==> config.mk <==
export PLATFORM = sky130hd
export DESIGN_NAME = ibex_axi4l_master_flat
export DESIGN_NICKNAME = d
export VERILOG_FILES = /design/src/rtl/ibex_axi4l_master_if.sv /design/src/rtl/ibex_axi4l_master.sv /design/src/flat_wrapper.sv
export SDC_FILE = /design/constraint.sdc
export NUM_CORES = 1
export LEC_CHECK = 0
export CAP_MARGIN = 20
export CORE_MARGIN = 4
export CORE_UTILIZATION = 34
export DETAILED_ROUTE_END_ITERATION = 7
export MAX_ROUTING_LAYER = met4
export PLACE_DENSITY = 0.84
export SLEW_MARGIN = 25
export SYNTH_ARGS = -nofsm -noshare
export SYNTH_HDL_FRONTEND = slang
export SYNTH_SLANG_ARGS = --single-unit
export TNS_END_PERCENT = 5
==> constraint.sdc <==
create_clock -name aclk -period 1.6 [get_ports aclk]
set_clock_uncertainty 0.15 [all_clocks]
set_input_delay 0.24 -clock aclk [delete_from_list [all_inputs] [get_ports aclk]]
set_output_delay 0.24 -clock aclk [all_outputs]
set_load 0.03 [all_outputs]
==> src/rtl/ibex_axi4l_master_if.sv <==
// AXI4-Lite bus bundle shared by the Ibex bridge (master) and its slave.
// aclk/aresetn ride along so the bridge has a single bus-facing port.
interface axi4l_if (
    input logic aclk,
    input logic aresetn
);
    logic        awvalid;
    logic        awready;
    logic [31:0] awaddr;
    logic        wvalid;
    logic        wready;
    logic [31:0] wdata;
    logic [3:0]  wstrb;
    logic        bvalid;
    logic        bready;
    logic [1:0]  bresp;
    logic        arvalid;
    logic        arready;
    logic [31:0] araddr;
    logic        rvalid;
    logic        rready;
    logic [31:0] rdata;
    logic [1:0]  rresp;

    modport master (
        input  aclk, aresetn,
        output awvalid, awaddr, wvalid, wdata, wstrb, bready, arvalid, araddr, rready,
        input  awready, wready, bvalid, bresp, arready, rvalid, rdata, rresp
    );

    modport slave (
        input  aclk, aresetn,
        input  awvalid, awaddr, wvalid, wdata, wstrb, bready, arvalid, araddr, rready,
        output awready, wready, bvalid, bresp, arready, rvalid, rdata, rresp
    );
endinterface

==> src/rtl/ibex_axi4l_master.sv <==
// Bridges an Ibex req/gnt/rvalid memory port onto AXI4-Lite, one transaction in flight.
// Bus address/data/strobe come from latched registers so they hold steady while valid.
module ibex_axi4l_master #(
    parameter bit word_align = 1'b1
) (
    axi4l_if.master     axi,
    input  logic        req,
    output logic        gnt,
    input  logic        we,
    input  logic [3:0]  be,
    input  logic [31:0] addr,
    input  logic [31:0] wdata,
    output logic        rvalid,
    output logic [31:0] rdata,
    output logic        err
);
    typedef enum logic [2:0] {
        S_IDLE,
        S_WRITE,
        S_WRESP,
        S_READ,
        S_RRESP
    } state_t;

    localparam logic [1:0] RESP_OKAY = 2'b00;

    state_t      r_state, w_state_nxt;
    logic [31:0] r_addr, w_addr_nxt;
    logic [31:0] r_wdata, w_wdata_nxt;
    logic [31:0] r_rdata, w_rdata_nxt;
    logic [3:0]  r_be, w_be_nxt;
    logic        r_awvalid, w_awvalid_nxt;
    logic        r_wvalid, w_wvalid_nxt;
    logic        r_arvalid, w_arvalid_nxt;
    logic        r_rvalid, w_rvalid_nxt;
    logic        r_err, w_err_nxt;
    logic        w_aw_done, w_w_done;
    logic [31:0] w_bus_addr;

    always_ff @(posedge axi.aclk or negedge axi.aresetn) begin
        if (!axi.aresetn) begin
            r_state   <= S_IDLE;
            r_addr    <= '0;
            r_wdata   <= '0;
            r_rdata   <= '0;
            r_be      <= '0;
            r_awvalid <= 1'b0;
            r_wvalid  <= 1'b0;
            r_arvalid <= 1'b0;
            r_rvalid  <= 1'b0;
            r_err     <= 1'b0;
        end else begin
            r_state   <= w_state_nxt;
            r_addr    <= w_addr_nxt;
            r_wdata   <= w_wdata_nxt;
            r_rdata   <= w_rdata_nxt;
            r_be      <= w_be_nxt;
            r_awvalid <= w_awvalid_nxt;
            r_wvalid  <= w_wvalid_nxt;
            r_arvalid <= w_arvalid_nxt;
            r_rvalid  <= w_rvalid_nxt;
            r_err     <= w_err_nxt;
        end
    end

    // A channel counts as done once its valid has dropped or is handshaking now,
    // so simultaneous AW and W handshakes leave WRITE in a single cycle.
    assign w_aw_done = ~r_awvalid | axi.awready;
    assign w_w_done  = ~r_wvalid  | axi.wready;

    always_comb begin
        w_state_nxt   = r_state;
        w_addr_nxt    = r_addr;
        w_wdata_nxt   = r_wdata;
        w_rdata_nxt   = r_rdata;
        w_be_nxt      = r_be;
        w_awvalid_nxt = r_awvalid;
        w_wvalid_nxt  = r_wvalid;
        w_arvalid_nxt = r_arvalid;
        w_rvalid_nxt  = 1'b0;
        w_err_nxt     = r_err;
        gnt           = 1'b0;
        case (r_state)
            S_IDLE: begin
                gnt = req;
                if (req) begin
                    w_addr_nxt  = addr;
                    w_wdata_nxt = wdata;
                    w_be_nxt    = be;
                    if (we) begin
                        w_state_nxt   = S_WRITE;
                        w_awvalid_nxt = 1'b1;
                        w_wvalid_nxt  = 1'b1;
                    end else begin
                        w_state_nxt   = S_READ;
                        w_arvalid_nxt = 1'b1;
                    end
                end
            end
            S_WRITE: begin
                if (w_aw_done) w_awvalid_nxt = 1'b0;
                if (w_w_done)  w_wvalid_nxt  = 1'b0;
                if (w_aw_done && w_w_done) w_state_nxt = S_WRESP;
            end
            S_WRESP: begin
                if (axi.bvalid) begin
                    w_err_nxt    = (axi.bresp != RESP_OKAY);
                    w_rdata_nxt  = '0;
                    w_rvalid_nxt = 1'b1;
                    w_state_nxt  = S_IDLE;
                end
            end
            S_READ: begin
                if (axi.arready) begin
                    w_arvalid_nxt = 1'b0;
                    w_state_nxt   = S_RRESP;
                end
            end
            S_RRESP: begin
                if (axi.rvalid) begin
                    w_err_nxt    = (axi.rresp != RESP_OKAY);
                    w_rdata_nxt  = axi.rdata;
                    w_rvalid_nxt = 1'b1;
                    w_state_nxt  = S_IDLE;
                end
            end
            default: w_state_nxt = S_IDLE;
        endcase
    end

    assign w_bus_addr  = word_align ? {r_addr[31:2], 2'b00} : r_addr;

    assign axi.awvalid = r_awvalid;
    assign axi.awaddr  = w_bus_addr;
    assign axi.wvalid  = r_wvalid;
    assign axi.wdata   = r_wdata;
    assign axi.wstrb   = r_be;
    assign axi.bready  = (r_state == S_WRESP);
    assign axi.arvalid = r_arvalid;
    assign axi.araddr  = w_bus_addr;
    assign axi.rready  = (r_state == S_RRESP);

    assign rvalid = r_rvalid;
    assign rdata  = r_rdata;
    assign err    = r_err;
endmodule

==> src/flat_wrapper.sv <==
// flat-port wrapper written by rule: the top's interface ports become plain ports
module ibex_axi4l_master_flat 
#(
    parameter bit word_align = 1'b1
)
  (req, gnt, we, be, addr, wdata, rvalid, rdata, err, aclk, aresetn, axi_awvalid, axi_awaddr, axi_wvalid, axi_wdata, axi_wstrb, axi_bready, axi_arvalid, axi_araddr, axi_rready, axi_awready, axi_wready, axi_bvalid, axi_bresp, axi_arready, axi_rvalid, axi_rdata, axi_rresp);
  axi4l_if axi_i (.aclk(aclk), .aresetn(aresetn));
  input  logic req;
  output logic gnt;
  input  logic we;
  input  logic [3:0] be;
  input  logic [31:0] addr;
  input  logic [31:0] wdata;
  output logic rvalid;
  output logic [31:0] rdata;
  output logic err;
  input wire logic aclk;
  input wire logic aresetn;
  output wire logic [$bits(axi_i.awvalid)-1:0] axi_awvalid;
  output wire logic [$bits(axi_i.awaddr)-1:0] axi_awaddr;
  output wire logic [$bits(axi_i.wvalid)-1:0] axi_wvalid;
  output wire logic [$bits(axi_i.wdata)-1:0] axi_wdata;
  output wire logic [$bits(axi_i.wstrb)-1:0] axi_wstrb;
  output wire logic [$bits(axi_i.bready)-1:0] axi_bready;
  output wire logic [$bits(axi_i.arvalid)-1:0] axi_arvalid;
  output wire logic [$bits(axi_i.araddr)-1:0] axi_araddr;
  output wire logic [$bits(axi_i.rready)-1:0] axi_rready;
  input wire logic [$bits(axi_i.awready)-1:0] axi_awready;
  input wire logic [$bits(axi_i.wready)-1:0] axi_wready;
  input wire logic [$bits(axi_i.bvalid)-1:0] axi_bvalid;
  input wire logic [$bits(axi_i.bresp)-1:0] axi_bresp;
  input wire logic [$bits(axi_i.arready)-1:0] axi_arready;
  input wire logic [$bits(axi_i.rvalid)-1:0] axi_rvalid;
  input wire logic [$bits(axi_i.rdata)-1:0] axi_rdata;
  input wire logic [$bits(axi_i.rresp)-1:0] axi_rresp;
  assign axi_awvalid = axi_i.awvalid;
  assign axi_awaddr = axi_i.awaddr;
  assign axi_wvalid = axi_i.wvalid;
  assign axi_wdata = axi_i.wdata;
  assign axi_wstrb = axi_i.wstrb;
  assign axi_bready = axi_i.bready;
  assign axi_arvalid = axi_i.arvalid;
  assign axi_araddr = axi_i.araddr;
  assign axi_rready = axi_i.rready;
  assign axi_i.awready = axi_awready;
  assign axi_i.wready = axi_wready;
  assign axi_i.bvalid = axi_bvalid;
  assign axi_i.bresp = axi_bresp;
  assign axi_i.arready = axi_arready;
  assign axi_i.rvalid = axi_rvalid;
  assign axi_i.rdata = axi_rdata;
  assign axi_i.rresp = axi_rresp;
  ibex_axi4l_master #(.word_align(word_align)) u_core (.axi(axi_i), .req(req), .gnt(gnt), .we(we), .be(be), .addr(addr), .wdata(wdata), .rvalid(rvalid), .rdata(rdata), .err(err));
endmodule
=== Word-level counts from Yosys, hierarchy flattened ===
Cells that the tools add are included.

* Add/subtract/negate cells: 0
* Multiply operators: 0
* Div/mod/pow operators: 0
* $lt $le $gt $ge: 0
* Eq/ne operators: 13
* Shift-type cells: 0
* Mux-type cells: 27
* Bitwise operators: 4
* Reduce and logical (&&, ||, !) cells: 13

{| class="wikitable"
|+ Operators by type and width
! kind !! count
|-
| $mux 32 || 2
|-
| $pmux 32 s2 || 1
|-
| $mux 3 || 5
|-
| $pmux 3 s5 || 1
|-
| $mux 1 || 12
|-
| $reduce_and 4->1 || 3
|-
| $ne 2x1->1 const B || 5
|-
| $pmux 1 s2 || 5
|-
| $reduce_bool 2->1 || 5
|-
| $ne 2x2->1 const B || 4
|-
| $eq 3x2->1 const B || 2
|-
| $reduce_and 5->1 || 1
|-
| $eq 3x1->1 const B || 1
|-
| $eq 3x3->1 const B || 1
|-
| $logic_not 3->1 || 1
|-
| $reduce_and 3->1 || 1
|-
| $mux 2 || 1
|-
| $not 1->1 || 2
|-
| $or 1x1->1 || 2
|-
| $reduce_and 2->1 || 1
|-
| $logic_and 1x1->1 || 1
|}

* Bits in registers: 108
* Latch bits: 0
* Bits in writable memories: 0
* Bits in read-only memories: 0
* Bits of input ports: 113
* Word-level logic and storage cells: 67
* Memories: 0

=== Depth between registers and ports, before layout ===
Gate-level depths: netlist (run 1).

* Depth after elaboration: 5
* Depth in mapped cells: 7
* Depth with buffers taken out: 4

=== Worst setup path before layout (run 1) ===
OpenSTA, ideal clock, no wires.

* Path kind: reg2reg
* Start point: reg u_core.r_state[1]
* End point: reg u_core.r_rdata[0] (netlist: u_core.rdata[0])
* Setup time: 0.066 ns
* Arrival: 1.637 ns
* Required time: 1.384 ns
* Path slack: -0.253 ns
* Cell stages (with the launch flop): 7
* Buffers on the path: 3
* Clock period less this slack: 1.853 ns
* Path through: dfrtp_1 > buf_4 > nor3b_2 > and2_1 > buf_2 > buf_4 > a22o_1

* Cells in the longest elaborated chain, start to end: 3
* Elaborated cells between the ends (all ways): 7
* Those cells by class: 4 x eq/ne; 1 x mux; 2 x reduce/logical

{| class="wikitable"
|+ Ends and longest elaborated chain
! element !! RTL line !! text
|-
| start, declared || ibex_axi4l_master.sv:27 || <nowiki>state_t r_state, w_state_nxt;</nowiki>
|-
| start signal, assigned || ibex_axi4l_master.sv:53 || <nowiki>r_state <= w_state_nxt;</nowiki>
|-
| $eq 3x3->1 * || n/a ||
|-
| via axi_rready || flat_wrapper.sv:27 || <nowiki>output wire logic [$bits(axi_i.rready)-1:0] axi_rready;</nowiki>
|-
| $ne 2x1->1 (no line) / $reduce_bool 2->1 (equally long branches) || n/a ||
|-
| $reduce_and 3->1 (no line) || n/a ||
|-
| end signal, assigned || ibex_axi4l_master.sv:56 || <nowiki>r_rdata <= w_rdata_nxt;</nowiki>
|-
| end, declared || ibex_axi4l_master.sv:30 || <nowiki>logic [31:0] r_rdata, w_rdata_nxt;</nowiki>
|}

Mark *: on every way through the listed nets, which the timed path passes. The rest lies on a longest branch.
A chain may end at the register's enable or synchronous reset.

=== Worst setup path in the final report (run 1) ===
* Start point: reg u_core.r_state[0]
* End point: out gnt

* Cells in the longest elaborated chain, start to end: 2

{| class="wikitable"
|+ Ends and longest elaborated chain
! element !! RTL line !! text
|-
| $logic_not 3->1 || ibex_axi4l_master.sv:83 || <nowiki>case (r_state)</nowiki>
|-
| $mux 1 || ibex_axi4l_master.sv:83 ||
|-
| end, declared || flat_wrapper.sv:9 || <nowiki>output logic gnt;</nowiki>
|}

Every way passes these cells.

==> impl_metrics.tcl, run 1 <==
set metrics [dict create \
    status "complete, but fails checks" \
    violations "negative setup slack" \
    clkSinkCount 106 \
    dieArea_um2 14600 \
    ys_ff_latch 106 \
    synth_edf_count 0 \
    yosysTopAreaCell "dfrtp_1" \
    dp_hpwl_um 9330 \
    switching_share_pct 44.3 \
    critical_path.most_common_cell "buf_6" \
    async_flop_share_pct 100 \
    finalCriticalPeriod_ps 1840 \
    placed_cells 686 \
    setup_tns_ps -21360 \
    max_freq_mhz 542 \
    clock_latency_ps 340 \
    crit_arrival_ps 1450 \
    critPathCaptureType "output port" \
    die_w_um 121 \
    viasPerCell 4.64 \
    grt_pass1_vias 3756 \
    diodes 0 \
    grt_use_met1_pct 18.5 \
    netlist_instances 302 \
    ys_seq_area_share_pct 61.1 \
    overflow 0 \
    min_path_type "primary input to asynchronous set/reset pin" \
    dr.pass1.iters 4 \
    crit_chain "nor4b_4 > buf_6 > buf_6 > buf_6" \
    ys_top_cells_by_count "dfrtp_1, mux2_2, buf_4, a22o_1, mux2_1" \
    period_share_pct 115 \
    grt_pass1_wl_um 19400 \
    drc 0 \
    cp_slowest_stage_delay_ps 430 \
    start_util_pct 35.4 \
    instances_no_fill 718 \
    synth.most_common_cell "dfrtp_1" \
    wl_um 12400 \
    coreArea_um2 12300 \
    syn2layout_area_growth_pct 67.2 \
    cts.path.max_buffers 2 \
    p_leak_uw 0.00344 \
    root_buffer "clkbuf_16" \
    final-seq-area_um2 2660 \
    rsz0062_at_grt "yes" \
    grt.total_usage_pct 17.4 \
    setup-violations-final 104 \
    combPwrFrac_pct 55.7 \
    gp_congestion 0.771 \
    syn-cell-area_um2 4340 \
    synthFlopType "dfrtp_1" \
    numCtsBuffers 9 \
    grt_util_met2_pct 30.6 \
    critPathSlowestCell "dfrtp_1" \
    multi_input_area_um2 1330 \
    row_count 40 \
    synth_area_leaders "dfrtp_1, mux2_2, buf_4, a22o_1, mux2_1" \
    clkPwrFrac_pct 14.4 \
    antenna_found_initial 0 \
    grt-busiest-layer "met2" \
    io_buffers 246 \
    num-fill-cells 1032 \
    critPathKind "flip-flop to output port" \
    start_kind "flip-flop" \
    finalHoldViolCount 0 \
    synth_top_area_share_pct 61.1 \
    grtUsageMet3_pct 4.80 \
    nNetsFinal 658 \
    crit_fanout 3 \
    clk_pin_slew_worst_paths_ps 70 \
    cts_tree "built" \
    drive_gt1_share_pct 19.6 \
    routedWlPerCell_um 17.3 \
    setup_slack_ps -244 \
    via_count 3333 \
    ioPinCount 253 \
    p_int_uw 8820 \
    peakVddDrop_mv 1.04 \
    ys_warn_count 0 \
    die_height_um 121 \
    max_cap_violations 0 \
    critPathRequiredTime_ps 1210 \
    yosysUniqueCellTypes 29 \
    power.switching_uw 7000 \
    slew_violations 0 \
    rrSetupSlack_ps -230 \
    p_per_area_nw_per_um2 2180 \
    seqPwrFrac_pct 29.9 \
    synth.avg_cell_area_um2 14.4 \
    cts_max_level 3 \
    drt_iter0_drc 142 \
    grt_max_degree 57 \
    ant_nets 0 \
]
[registers in the layout, indices dropped and copies added, names as in the netlist, 3 cells and up]
register and count:
u_core.axi.wdata 32, u_core.axi.wstrb 4, u_core.r_addr 30, u_core.r_state 3, u_core.rdata 32
[worst max-delay path: cells and delay by family (launching register included)]
| kind | cells | cell delay (ps) |
|---|---|---|
| buffers and inverters | 3 | 360 |
| and+or+nand+nor | 1 | 330 |
| DFF | 1 | 430 |
[per-stage QoR]
step	util [%]	area (um^2)	setup WS, ps	total power [uW]	hold slack (ps)
6_report	59.1	7250	-244	15800	96.1
2_1_floorplan	-	4370	-139	10500	-206
3_5_place_dp	56.0	6860	-393	14400	-99.3
4_1_cts	58.9	7220	-264	15900	63.9
5_1_grt	59.1	7250	-284	16600	83.1
3_3_place_gp	56.0	6860	-353	14100	-99.7
[kinds of logic after synthesis]
family	Yosys count	synth area share, %
AO/OA/AOI/OAI	50	9.14
flip-flops	106	61.1
AND/OR/NAND/NOR	21	2.88
other	1	0.0864
buffers and inverters	57	9.35
multiplexers	67	17.4
[layer usage]
| metal | routed length, um | part of all wire, % |
|---|---|---|
| met5 | 0 | 0 |
| met4 | 295 | 2.4 |
| met3 | 1080 | 8.7 |
| met2 | 6490 | 52 |
| met1 | 4580 | 37 |
[power by group through the flow]
stage / clock (uW) / sequential (uW) / combinational (uW)
4_1_cts: 2360 / 4750 / 8820
3_3_place_gp: 0 / 4780 / 9370
5_1_grt: 2460 / 4910 / 9250
6_report: 2280 / 4730 / 8810
3_5_place_dp: 0 / 4830 / 9550
2_1_floorplan: 0 / 7170 / 3370
[worst paths after layout]
| kind | end | from | cells past startpoint |
|---|---|---|---|
| worst max register to register | u_core.axi.wdata[4]$_DFFE_PN0P_ | u_core.r_state[0]$_DFFE_PN0P_ | 5 |
| worst max-delay path | gnt | u_core.r_state[0]$_DFFE_PN0P_ | 4 |
| worst min-delay path | u_core.r_addr[3]$_DFFE_PN0P_ | aresetn | 2 |
| max in group asynchronous | u_core.r_state[2]$_DFFE_PN0P_ | aresetn | 3 |
| min in group aclk | u_core.r_addr[12]$_DFFE_PN0P_ | addr[12] | 2 |
| worst min register to register | u_core.axi.wdata[25]$_DFFE_PN0P_ | u_core.axi.wdata[25]$_DFFE_PN0P_ | 1 |
[placed cells by master, fill, tap and decap left out, drive strengths merged, types with 3 or more instances in the layout]
| cell type | count |
|---|---|
| a31oi | 3 |
| clkdlybuf4s15 | 3 |
| dfrtp | 106 |
| nand2 | 8 |
| dlygate4sd2 | 130 |
| mux2 | 67 |
| clkbuf | 11 |
| nor2 | 4 |
| inv | 7 |
| a22o | 32 |
| conb | 4 |
| clkdlybuf4s50 | 109 |
| o21ai | 5 |
| buf | 38 |
[final cells by class]
type | instances | share of cell area (%)
sequential | 106 | 36.6
tap | 168 | 2.90
timing repair buffer | 281 | 37.6
clock buffer | 11 | 3.49
inverter | 5 | 0.259
multi-input combinational | 142 | 18.3
clock inverter | 5 | 0.828
[timing repair]
action | in CTS | in global routing
gates cloned | 2 | 0
gates resized for setup | 154 | 5
endpoints found under the setup margin | 235 | 110
setup buffers | 10 | 3
hold buffers | 1 | 0
pin swaps | 4 | 2
endpoints found under the hold margin | 106 | 0
Note: power is estimated with default switching activity, not from simulation.
==> run 2: changes to the inputs <==
--- a/config.mk
+++ b/config.mk
@@ -10,7 +10,7 @@
 export CORE_UTILIZATION = 34
 export DETAILED_ROUTE_END_ITERATION = 7
 export MAX_ROUTING_LAYER = met4
-export PLACE_DENSITY = 0.84
+export PLACE_DENSITY = 0.76
 export SLEW_MARGIN = 25
 export SYNTH_ARGS = -nofsm -noshare
 export SYNTH_HDL_FRONTEND = slang
==> impl_metrics.tcl, run 2 (synthesis gave the netlist of run 1 again) <==
set metrics [dict create \
    clock_latency_ps 340 \
    stdcell_area_um2 7120 \
    numCtsBuffers 9 \
    drt_iter0_drc 163 \
    cts_tree "built" \
    cts.path.max_buffers 2 \
    wl_um 12100 \
    dr.pass1.iters 4 \
    nNetsFinal 650 \
    min_path_type "primary input to asynchronous set/reset pin" \
    dieArea_um2 14600 \
    start_util_pct 35.4 \
    crit_arrival_ps 1430 \
    p_int_uw 8660 \
    start_kind "flip-flop" \
    rsz0062_at_grt "yes" \
    finalCriticalPeriod_ps 1820 \
    instances_no_fill 710 \
    cts_max_level 3 \
    switching_share_pct 44.3 \
    via_count 3315 \
    violations "negative setup slack" \
    power.switching_uw 6890 \
    routedWlPerCell_um 17.1 \
    critPathKind "flip-flop to output port" \
    placed_cells 689 \
    slew_violations 0 \
    drc 0 \
    die_w_um 121 \
    p_leak_uw 0.00338 \
    coreArea_um2 12300 \
    clkSinkCount 106 \
    io_buffers 246 \
    finalHoldViolCount 0 \
    viasPerCell 4.67 \
    root_buffer "clkbuf_16" \
    combPwrFrac_pct 54.7 \
    seqPwrFrac_pct 30.1 \
    place_ws_ps -414 \
    grt_pass1_vias 3572 \
    grt_pass1_wl_um 18900 \
    diodes 0 \
    peakVddDrop_mv 1.08 \
    placed_area_um2 6900 \
    drive_gt1_share_pct 17.5 \
    antenna_found_initial 0 \
    die_height_um 121 \
    layout_commonest_cell "dlygate4sd2_1" \
    row_count 40 \
    setup-violations-final 101 \
    ioPinCount 253 \
    clk_pin_slew_worst_paths_ps 70 \
    status "complete, but fails checks" \
    syn2layout_area_growth_pct 64.1 \
    critPathCaptureType "output port" \
    critPathRequiredTime_ps 1210 \
    p_per_area_nw_per_um2 2180 \
    mostFrequentLayoutCells "dlygate4sd2_1, clkdlybuf4s50_1, dfrtp_1" \
    overflow 0 \
    max_cap_violations 0 \
    dp_hpwl_um 9270 \
    clkPwrFrac_pct 15.2 \
    period_share_pct 114 \
    ant_nets 0 \
    setup_tns_ps -15850 \
    crit_fanout 8 \
    max_freq_mhz 549 \
    grt.total_usage_pct 16.7 \
    grt_max_degree 46 \
    setup_slack_ps -221 \
    post-route-util_pct 58.0 \
    gp_congestion 0.825 \
]
run 2: worst max-delay path, cell delays in order, from the launching register on:
cell and delay (ps):
dfrtp_1 420, buf_4 180, nor3b_4 210, buf_4 140
buf_4 140
run 2: timing repair:
| action | in CTS | in global routing |
|---|---|---|
| hold buffers | 1 | 0 |
| hold endpoints to repair | 106 | 0 |
| pin swaps | 2 | 1 |
| endpoints found under the setup margin | 234 | 103 |
| gates resized for setup | 140 | 1 |
| setup buffers | 4 | 0 |
run 2: final timing paths:
kind,from,endpoint,cells after the start,slack [ps]
worst max register to register,u_core.r_state[2]$_DFFE_PN0P_,u_core.axi.wdata[1]$_DFFE_PN0P_,5,-210
worst min-delay path,aresetn,u_core.r_addr[29]$_DFFE_PN0P_,2,180
worst min register to register,u_core.axi.wdata[2]$_DFFE_PN0P_,u_core.axi.wdata[2]$_DFFE_PN0P_,1,350
max in group asynchronous,aresetn,u_core.rdata[27]$_DFFE_PN0P_,3,570
worst max-delay path,u_core.r_state[1]$_DFFE_PN0P_,axi_rready,4,-220
min in group aclk,axi_rdata[15],u_core.rdata[15]$_DFFE_PN0P_,2,340
run 2: metal layers:
layer  track usage [%]  routed length, um  vias up
met3              3.73                853       18
met5                 -                  0        -
met4              6.09                228        0
met1              19.4               4800     1651
met2              28.5               6260      146
li1                  -                  -     1500
run 2: cell type report:
cell class,count,area (um^2)
Clock buffer,10,229
Clock inverter,6,90.1
Fill cell,1068,5140
Inverter,5,18.8
Multi-Input combinational cell,142,1300
Sequential cell,106,2650
Tap cell,168,210
Timing Repair Buffer,273,2610
run 2: power groups by stage:
stage	logic, uW	clock network, uW	registers (uW)
final	8510	2370	4670
after global routing	8940	2530	4870
after CTS	8610	2440	4700
after detailed placement	9630	0	4790
after global placement	9500	0	4730
after floorplan	3370	0	7170
run 2: stage by stage:
stage | hold slack (ps) | total power [uW]
after global placement | -6.92 | 14200
after CTS | 183 | 15700
after global routing | 216 | 16300
final | 178 | 15500
after detailed placement | -2.53 | 14400
after floorplan | -206 | 10500
